$ cat src/rtl/excitation_pkg.sv
// Shared types and constants for the excitation burst generator.
package excitation_pkg;

    typedef enum logic [1:0] {
        IDLE  = 2'd0,
        BURST = 2'd1,
        DONE  = 2'd2
    } state_t;

    // x^32 + x^22 + x^2 + x + 1, right-shifting Galois form
    localparam logic [31:0] LFSR_TAPS         = 32'h8020_0003;
    localparam logic [31:0] DEFAULT_SEED      = 32'hACE1_2468;
    localparam int          MIN_BURST_DEFAULT = 4;
    localparam int          SCALE_SHIFT       = 7;

endpackage

$ cat src/rtl/lfsr32_galois.sv
// Free-running 32-bit Galois LFSR; advances every clock, reloads seed on reset.
module lfsr32_galois
    import excitation_pkg::*;
(
    input  logic        clk,
    input  logic        reset_n,
    input  logic [31:0] seed,
    output logic [31:0] out
);

    always_ff @(posedge clk) begin
        if (!reset_n) begin
            out <= seed;
        end else if (out[0]) begin
            out <= (out >> 1) ^ LFSR_TAPS;
        end else begin
            out <= out >> 1;
        end
    end

endmodule

$ cat src/rtl/excitation_burst_gen.sv
// Note-triggered, velocity-scaled noise burst for the plucked-string stage.
// Outputs are registered from the FSM state, so trig/busy/dnoise move together.
module excitation_burst_gen
    import excitation_pkg::*;
#(
    parameter int          WIDTH     = 32,
    parameter logic [31:0] LFSR_SEED = DEFAULT_SEED,
    parameter int          MIN_BURST = MIN_BURST_DEFAULT
) (
    input  logic             clk,
    input  logic             reset_n,
    input  logic             note_on,
    input  logic [6:0]       velocity,
    input  logic [1:0]       tone,
    input  logic [11:0]      burst_len,
    output logic             trig,
    output logic             busy,
    output logic [WIDTH-1:0] dnoise
);

    function automatic logic signed [WIDTH-1:0] scale_noise(input logic [31:0] r,
                                                            input logic [6:0]  v);
        logic signed [38:0] prod;
        prod = $signed({{7{r[31]}}, r}) * $signed({32'd0, v});
        return WIDTH'(prod >>> SCALE_SHIFT);
    endfunction

    // One-pole low-pass step; the extra bit keeps x - y from wrapping.
    function automatic logic signed [WIDTH-1:0] lowpass_step(input logic signed [WIDTH-1:0] x,
                                                             input logic signed [WIDTH-1:0] y,
                                                             input logic [1:0]              k);
        logic signed [WIDTH:0] diff;
        diff = {x[WIDTH-1], x} - {y[WIDTH-1], y};
        return y + WIDTH'(diff >>> k);
    endfunction

    state_t                  state, state_nxt;
    logic [11:0]             cnt;
    logic [11:0]             len_q;
    logic [11:0]             len_in;
    logic [6:0]              vel_q;
    logic [31:0]             lfsr;
    logic signed [WIDTH-1:0] x_p0;
    logic signed [WIDTH-1:0] y_q;
    logic signed [WIDTH-1:0] y_nxt;
    logic signed [WIDTH-1:0] s_p0;

    lfsr32_galois u_lfsr (
        .clk     (clk),
        .reset_n (reset_n),
        .seed    (LFSR_SEED),
        .out     (lfsr)
    );

    assign len_in = (burst_len < 12'(MIN_BURST)) ? 12'(MIN_BURST) : burst_len;
    assign x_p0   = scale_noise(lfsr, vel_q);
    assign y_nxt  = lowpass_step(x_p0, y_q, tone);
    assign s_p0   = (tone == 2'd0) ? x_p0 : y_nxt;

    always_comb begin
        state_nxt = state;
        case (state)
            IDLE:    if (note_on) state_nxt = BURST;
            BURST: begin
                if (note_on)                    state_nxt = BURST;
                else if (cnt == len_q - 12'd1)  state_nxt = DONE;
            end
            DONE:    state_nxt = note_on ? BURST : IDLE;
            default: state_nxt = IDLE;
        endcase
    end

    // Stage p0 -> p1: control, latches, filter state and output register
    always_ff @(posedge clk) begin
        if (!reset_n) begin
            state  <= IDLE;
            cnt    <= '0;
            len_q  <= 12'(MIN_BURST);
            vel_q  <= '0;
            y_q    <= '0;
            trig   <= 1'b0;
            busy   <= 1'b0;
            dnoise <= '0;
        end else begin
            state  <= state_nxt;
            trig   <= (state == BURST);
            busy   <= (state != IDLE);
            dnoise <= (state == BURST) ? s_p0 : '0;

            if (state == BURST && tone != 2'd0) y_q <= y_nxt;

            if (note_on) begin
                vel_q <= velocity;
                len_q <= len_in;
                cnt   <= '0;
                // A restart keeps the filter history so the tone stays continuous.
                if (state != BURST) y_q <= '0;
            end else if (state == BURST) begin
                cnt <= cnt + 12'd1;
            end
        end
    end

endmodule

$ cat config.mk
export PLATFORM = sky130hd
export DESIGN_NAME = excitation_burst_gen
export DESIGN_NICKNAME = d
export VERILOG_FILES = /design/src/rtl/excitation_pkg.sv /design/src/rtl/lfsr32_galois.sv /design/src/rtl/excitation_burst_gen.sv
export SDC_FILE = /design/constraint.sdc
export NUM_CORES = 1
export LEC_CHECK = 0
export CAP_MARGIN = 0
export CORE_AREA = 2 2 129 225
export DETAILED_ROUTE_END_ITERATION = 8
export DIE_AREA = 0 0 131 227
export GPL_TIMING_DRIVEN = 0
export PLACE_DENSITY = 0.83
export SYNTH_ARGS = -nofsm -noshare
export SYNTH_HDL_FRONTEND = slang
export SYNTH_HIERARCHICAL = 1
export SYNTH_SLANG_ARGS = --single-unit
$ cat constraint.sdc
create_clock -name clk -period 16.7 [get_ports clk]
set_input_delay 3.34 -clock clk [delete_from_list [all_inputs] [get_ports clk]]
set_output_delay 3.34 -clock clk [all_outputs]
set_load 0.02 [all_outputs]
==> metrics.txt, run 1 <==
Flop pwr share 11.8%; final setup margin 6.40 ns; # H-tree levels 4; drt first-iter violations 1006; Max-Cap Viols 0; die height 227 µm; Reg-to-Reg Start vel_q[2]; number of synthesized flops with an enable pin 0; reg2reg end y_q[30]; Worst Setup EP y_q[30]; Die X 131 µm; largest net degree at the start of global routing 17; Synth-to-Final Area Change 10.4%; fin util 65.6%; post-synthesis cell count 1966; gp weighted congestion 1.05; Syn Area/Cell 8.42 µm²; final setup violation count 0; post-route ant nets 0; fin area 18300 µm²; clock transition at the registers of the reported paths 0.07 ns; Clock Sinks 131; # IOs 58; ranking of synthesized cells by area fa_1 20%, dfxtp_1 16%, ha_1 11%, and2_1 7.3%, inv_1 5.4%; NetSw 1.99 mW; Leak Pwr 8.50 nW; Slew @ Worst Pin 0.956 ns; r2r setup slk 6.40 ns; Worst EP required 17.09 ns; share of the synthesized area in the top cell type 19.9%; cts bufs inserted 17; post-CTS setup buffer count 0; Setup crit end kind register; Crit Path Max Fanout 10; min cycle time layout 10.30 ns; Final TNS setup 0 ns; Core Region 27900 µm²; Hold Fails Final Rpt 0; PortBufs 56; hold buffer count at cts 0; Worst Hold Class reg -> reg; switching power share of the total 52.4%; critical path launch point type register; routed wire length 44000 µm; most common cell after layout, fill and taps aside inv_1; DR vias/cell 5.80; Longest Clk Path Bufs 2; DRC 0; setup slack at placement 6.69 ns; WP data arrival 10.68 ns; Cell Int Power 1.81 mW; sequential area share after synthesis 15.8%; worst hold margin 0.479 ns; worst-skew pair later-pin latency 0.46 ns; crit share post-route 61.7%; Initial Utilization 59.4%; Slowest-stage cell, CP o31ai_1; Vias 14300; fin nets 2404; num rows 81; CP max stage delay 0.75 ns; synthesis-stage register bit count 131; GRT Total Usage 31.1%; fmax 97.1 MHz; Synth area leader fa_1; Mapped Area 16600 µm²; Overflow after GRT 0; relative slew slack 36.3%; router iterations before antenna repair 8; fraction of layout cells with a size suffix above 1 4.61%; CTS tree built; Inst Count DP 2425; yosys warns 6; die outline area 29700 µm²; outcome finished clean; Worst VDD drop 109 µV; Setup CP Type reg -> reg; Final Non-Filler Cells 2457; asr flop ratio synth 0%; number of global-route vias before repair 15000; most used cell, CP fa_1; CP startpoint vel_q[2]; library cells used by synthesis 75; Tot Pwr 3.80 mW; initial antenna violation count 0; unrepaired setup endpoints after global routing no; CTS root buf clkbuf_16; Clk pwr share 10.0%; CTS resizes 0; placed instance area 17700 µm²; pwr/cell area 208 nW/µm²; first-pass GRT wire length 72000 µm; Max Slew Vio Count 0; final setup skew 0.0115 ns; hold path depth 2; Most used DFF post-synth dfxtp_1; WL/cell 17.9 µm; reg2reg path depth 35; highest-count cells in the layout ignoring fill and taps 237 x inv_1, 222 x nand2_1, 194 x and2_1; Comb pwr share 78.3%; post-DP HPWL 35900 µm; ant diodes 0
-- flip-flops by register name, summed over array words and instances (netlist names) --
name and count:
cnt 12, vel_q 7, u_lfsr/out 32, busy 1, dnoise 32, len_q 12, state 2, trig 1
y_q 32
-- critical path, delay by kind of cell (launching register included) --
| kind | cells | cell delay, ns |
|---|---|---|
| muxes | 2 | 0.41 |
| DFF | 1 | 0.43 |
| AOI/OAI and AO/OA | 13 | 4.15 |
| adders and majority gates | 7 | 2.98 |
| buffers and inverters | 4 | 0.68 |
| and+or+nand+nor | 8 | 1.41 |
| xor gates and xnor gates | 1 | 0.15 |
-- synth_stat cells, types with 4 or more instances --
cell and instances:
a21boi_0 7, ha_1 144, nor3_1 10, o21ai_0 52, a31o_2 5, and2_1 194, clkbuf_1 49, o211ai_1 11
nor2b_1 29, nand2_1 222, mux4_2 4, xor2_1 38, buf_1 7, nand3_1 17, dfxtp_1 131, o22ai_1 4
fa_1 165, o31ai_1 8, nand2b_1 17, mux2i_1 49, o21bai_1 13, or3_1 8, a211o_1 4, a21o_1 19
a21oi_1 159, inv_1 237, a211oi_1 7, a31oi_1 18, o21a_1 20, o21ai_1 4, a2111o_1 4, xnor2_1 70
a311oi_1 4, nor2_1 111, nor4_1 6, nand4_1 16, mux2_2 8, mux2_4 24, and3_1 14
-- how the worst min path moves through the flow --
stage               to     from
2_1_floorplan  y_q[30]  y_q[30]
3_3_place_gp   y_q[30]  y_q[30]
3_5_place_dp   y_q[30]  y_q[30]
4_1_cts        y_q[14]  y_q[14]
5_1_grt        y_q[13]  y_q[13]
6_report       y_q[24]  y_q[24]
-- layer usage --
metal  track usage [%]  share of wire, %
met1              30.8                35
met5                 0                 0
met3              4.65               4.6
met4              22.7               7.5
met2              57.2                53
-- layout make-up --
| type | instances | area [µm²] |
|---|---|---|
| sequential | 131 | 2620 |
| inverter | 238 | 893 |
| tap | 373 | 467 |
| buffer | 65 | 328 |
| fill | 2239 | 9590 |
| timing repair buffer | 56 | 561 |
| clock buffer | 20 | 457 |
| multi-input combinational | 1562 | 12800 |
| clock inverter | 12 | 121 |
-- logic make-up (layout without fill, tap and decap cells) --
| group | after synthesis | count (layout) | synth area share [%] |
|---|---|---|---|
| other | 2 | 32 | 0.0454 |
| adder cells (fa/ha/maj) | 309 | 309 | 30.8 |
| multiplexers | 85 | 85 | 6.23 |
| XOR/XNOR | 109 | 109 | 5.85 |
| AO/OA/AOI/OAI | 366 | 366 | 13.9 |
| AND/OR/NAND/NOR | 661 | 661 | 19.9 |
| buffers and inverters | 303 | 391 | 7.37 |
| flip-flops | 131 | 131 | 15.8 |
-- power groups by stage --
| stage | Combinational, mW | Sequential [mW] | Clock, mW |
|---|---|---|---|
| after detailed placement | 2.87 | 0.452 | 0 |
| after global placement | 2.80 | 0.448 | 0 |
| after floorplan | 2.21 | 0.470 | 0 |
| after CTS | 2.91 | 0.445 | 0.381 |
| after global routing | 3.26 | 0.455 | 0.392 |
| final | 2.97 | 0.447 | 0.378 |
Power figures use the tool's default switching activity.
==> inputs of run 2 (changes only) <==
--- a/config.mk
+++ b/config.mk
@@ -6,9 +6,9 @@
 export NUM_CORES = 1
 export LEC_CHECK = 0
 export CAP_MARGIN = 0
-export CORE_AREA = 2 2 129 225
+export CORE_AREA = 2 2 131 229
 export DETAILED_ROUTE_END_ITERATION = 8
-export DIE_AREA = 0 0 131 227
+export DIE_AREA = 0 0 133 231
 export GPL_TIMING_DRIVEN = 0
 export PLACE_DENSITY = 0.83
 export SYNTH_ARGS = -nofsm -noshare
==> constraint.sdc (replaced) <==
create_clock -name clk -period 9.4 [get_ports clk]
set_input_delay 1.88 -clock clk [delete_from_list [all_inputs] [get_ports clk]]
set_output_delay 1.88 -clock clk [all_outputs]
set_load 0.02 [all_outputs]
==> metrics.txt, run 2 (same netlist as run 1, synthesis figures left out) <==
outcome finished clean; post-route ant nets 0 (unchanged); largest net degree at the start of global routing 17 (unchanged); Leak Pwr 8.76 nW (+3.1%); post-DP HPWL 36400 µm (+1.4%); Setup crit end kind register; Core Region 29000 µm² (+4.0%); router iterations before antenna repair 8 (unchanged); Vias 14400 (+1.0%); Cell Int Power 3.51 mW (+95%); DR vias/cell 5.77 (-0.58%); Hold Fails Final Rpt 0 (unchanged); die height 231 µm (+1.8%); DRC 0 (unchanged); Min-Delay Endpoint y_q[30]; fmax 110 MHz (+13%); clock transition at the registers of the reported paths 0.07 ns (about the same); initial antenna violation count 0 (unchanged); NetSw 3.71 mW (+86%); WP data arrival 9.46 ns (-1.22 ns); Worst VDD drop 233 µV (+110%); Worst EP required 9.73 ns (-7.36 ns); most common cell after layout, fill and taps aside inv_1; CP max stage delay 0.55 ns (-0.20 ns); Initial Utilization 57.2% (-2.3 points); Die X 133 µm (+1.5%); reg2reg path depth 39 (+11%); # IOs 58 (unchanged); Reg-to-Reg Start vel_q[2]; cts bufs inserted 17 (unchanged); hold_sp y_q[30]; Final Non-Filler Cells 2497 (+1.6%); Largest regs dnoise (32), u_lfsr/out (32), y_q (32); Slowest-stage cell, CP fa_1; final setup violation count 0 (unchanged); highest-count cells in the layout ignoring fill and taps 234 x inv_1, 222 x nand2_1, 188 x and2_1; r2r setup slk 0.28 ns (-6.13 ns); Crit Path Max Fanout 10 (unchanged); pwr/cell area 378 nW/µm² (+82%); fin nets 2437 (+1.4%); first-pass GRT wire length 73000 µm (+1.3%); CTS root buf clkbuf_16; reg2reg end y_q[29]; routed wire length 45700 µm (+3.7%); Final TNS setup 0 ns (unchanged); gp weighted congestion 1.00 (-4.7%); final setup skew 0.0114 ns (-0.0000816 ns); Comb pwr share 79.5% (+1.2 points); crit share post-route 97.1% (+35 points); number of global-route vias before repair 15200 (+1.2%); drt first-iter violations 840 (-17%); ant diodes 0 (unchanged); num rows 83 (+2.5%); worst-skew pair later-pin latency 0.46 ns (about the same); Slew @ Worst Pin 1.02 ns (+0.0599 ns); unrepaired setup endpoints after global routing yes; critical path launch point type register; # H-tree levels 4 (unchanged); Longest Clk Path Bufs 2 (unchanged); min cycle time layout 9.12 ns (-1.17 ns); GRT Total Usage 30.1% (-0.99 points); Setup CP Type reg -> reg; PortBufs 56 (unchanged); relative slew slack 32.3% (-4.0 points); switching power share of the total 51.3% (-1.1 points); fraction of layout cells with a size suffix above 1 11.3% (+6.6 points); Clock Sinks 131 (unchanged); die outline area 30700 µm² (+3.3%); Overflow after GRT 0 (unchanged); Max Slew Vio Count 0 (unchanged); Clk pwr share 9.5% (-0.5 points); Synth-to-Final Area Change 15.4%; WL/cell 18.3 µm (+2.1%); Worst Hold Class reg -> reg; Inst Count DP 2434 (+0.37%); Max-Cap Viols 0 (unchanged); hold path depth 2 (unchanged); Flop pwr share 11.0% (-0.8 points); CTS tree built
[run 2: cell types whose count changed in the layout (fill, tap and decap cells not counted), sizes merged]
cell      previous run  this run
bufinv               1         2
clkbuf              69        60
clkinvlp             4         5
buf                 15        56
inv                242       240
clkinv               3         2
[run 2: what timing repair did]
item                       4_1_cts  5_1_grt
hold buffers                     0        0
setup endpoints to repair       26       36
pin swaps                       14       63
gates resized for setup         46      120
buffers inserted                15       20
[run 2: power groups by stage]
stage                     logic, mW  registers, mW  clock network (mW)
after global placement         4.99          0.798                   0
after floorplan                3.92          0.835                   0
after detailed placement       5.09          0.804                   0
after CTS                      5.32          0.793               0.689
final                          5.74          0.797               0.686
after global routing           6.31          0.810               0.707
[run 2: layout make-up]
type / count / area [µm²]
Tap cell: 382 / 478
Timing Repair Buffer: 91 / 827
Multi-Input combinational cell: 1562 / 13300
Buffer: 63 / 400
Inverter: 238 / 893
Sequential cell: 131 / 2640
Fill cell: 2265 / 9870
Clock inverter: 11 / 129
Clock buffer: 19 / 453
[run 2: routing by layer]
layer / global-route usage (%) / part of all wire [%]
met5: 0 / 0
met4: 24.3 / 7.9
met3: 4.46 / 4.6
met2: 56.6 / 53
met1: 28.4 / 34
[run 2: worst max-delay path by stage]
stage	startpoint	endpoint	slack, ns
2_1_floorplan	vel_q[3]	y_q[31]	0.90
3_3_place_gp	vel_q[4]	dnoise[30]	-0.63
3_5_place_dp	vel_q[4]	dnoise[30]	-0.71
4_1_cts	vel_q[3]	dnoise[28]	0.001
5_1_grt	vel_q[2]	y_q[31]	-0.09
6_report	vel_q[2]	y_q[29]	0.28
[run 2: worst max-delay path, delay by kind of cell (launching register included)]
kind / cells / cell delay (ns)
compound gates: 14 / 3.01
fa+ha+maj: 7 / 2.94
simple gates: 10 / 1.52
buf+inv: 6 / 0.76
flops: 1 / 0.37
xor+xnor: 1 / 0.18
mux: 1 / 0.18
[run 2: through the flow]
stage	hold WS, ns	power, mW	utilization [%]	instance area (µm²)	worst slack, ns
6_report	0.478	7.22	65.9	19100	0.276
5_1_grt	0.510	7.82	65.9	19100	-0.0939
4_1_cts	0.482	6.80	64.1	18600	0.00149
3_5_place_dp	0.474	5.89	61.1	17700	-0.709
3_3_place_gp	0.461	5.79	61.1	17700	-0.629
2_1_floorplan	0.449	4.75	-	16700	0.902
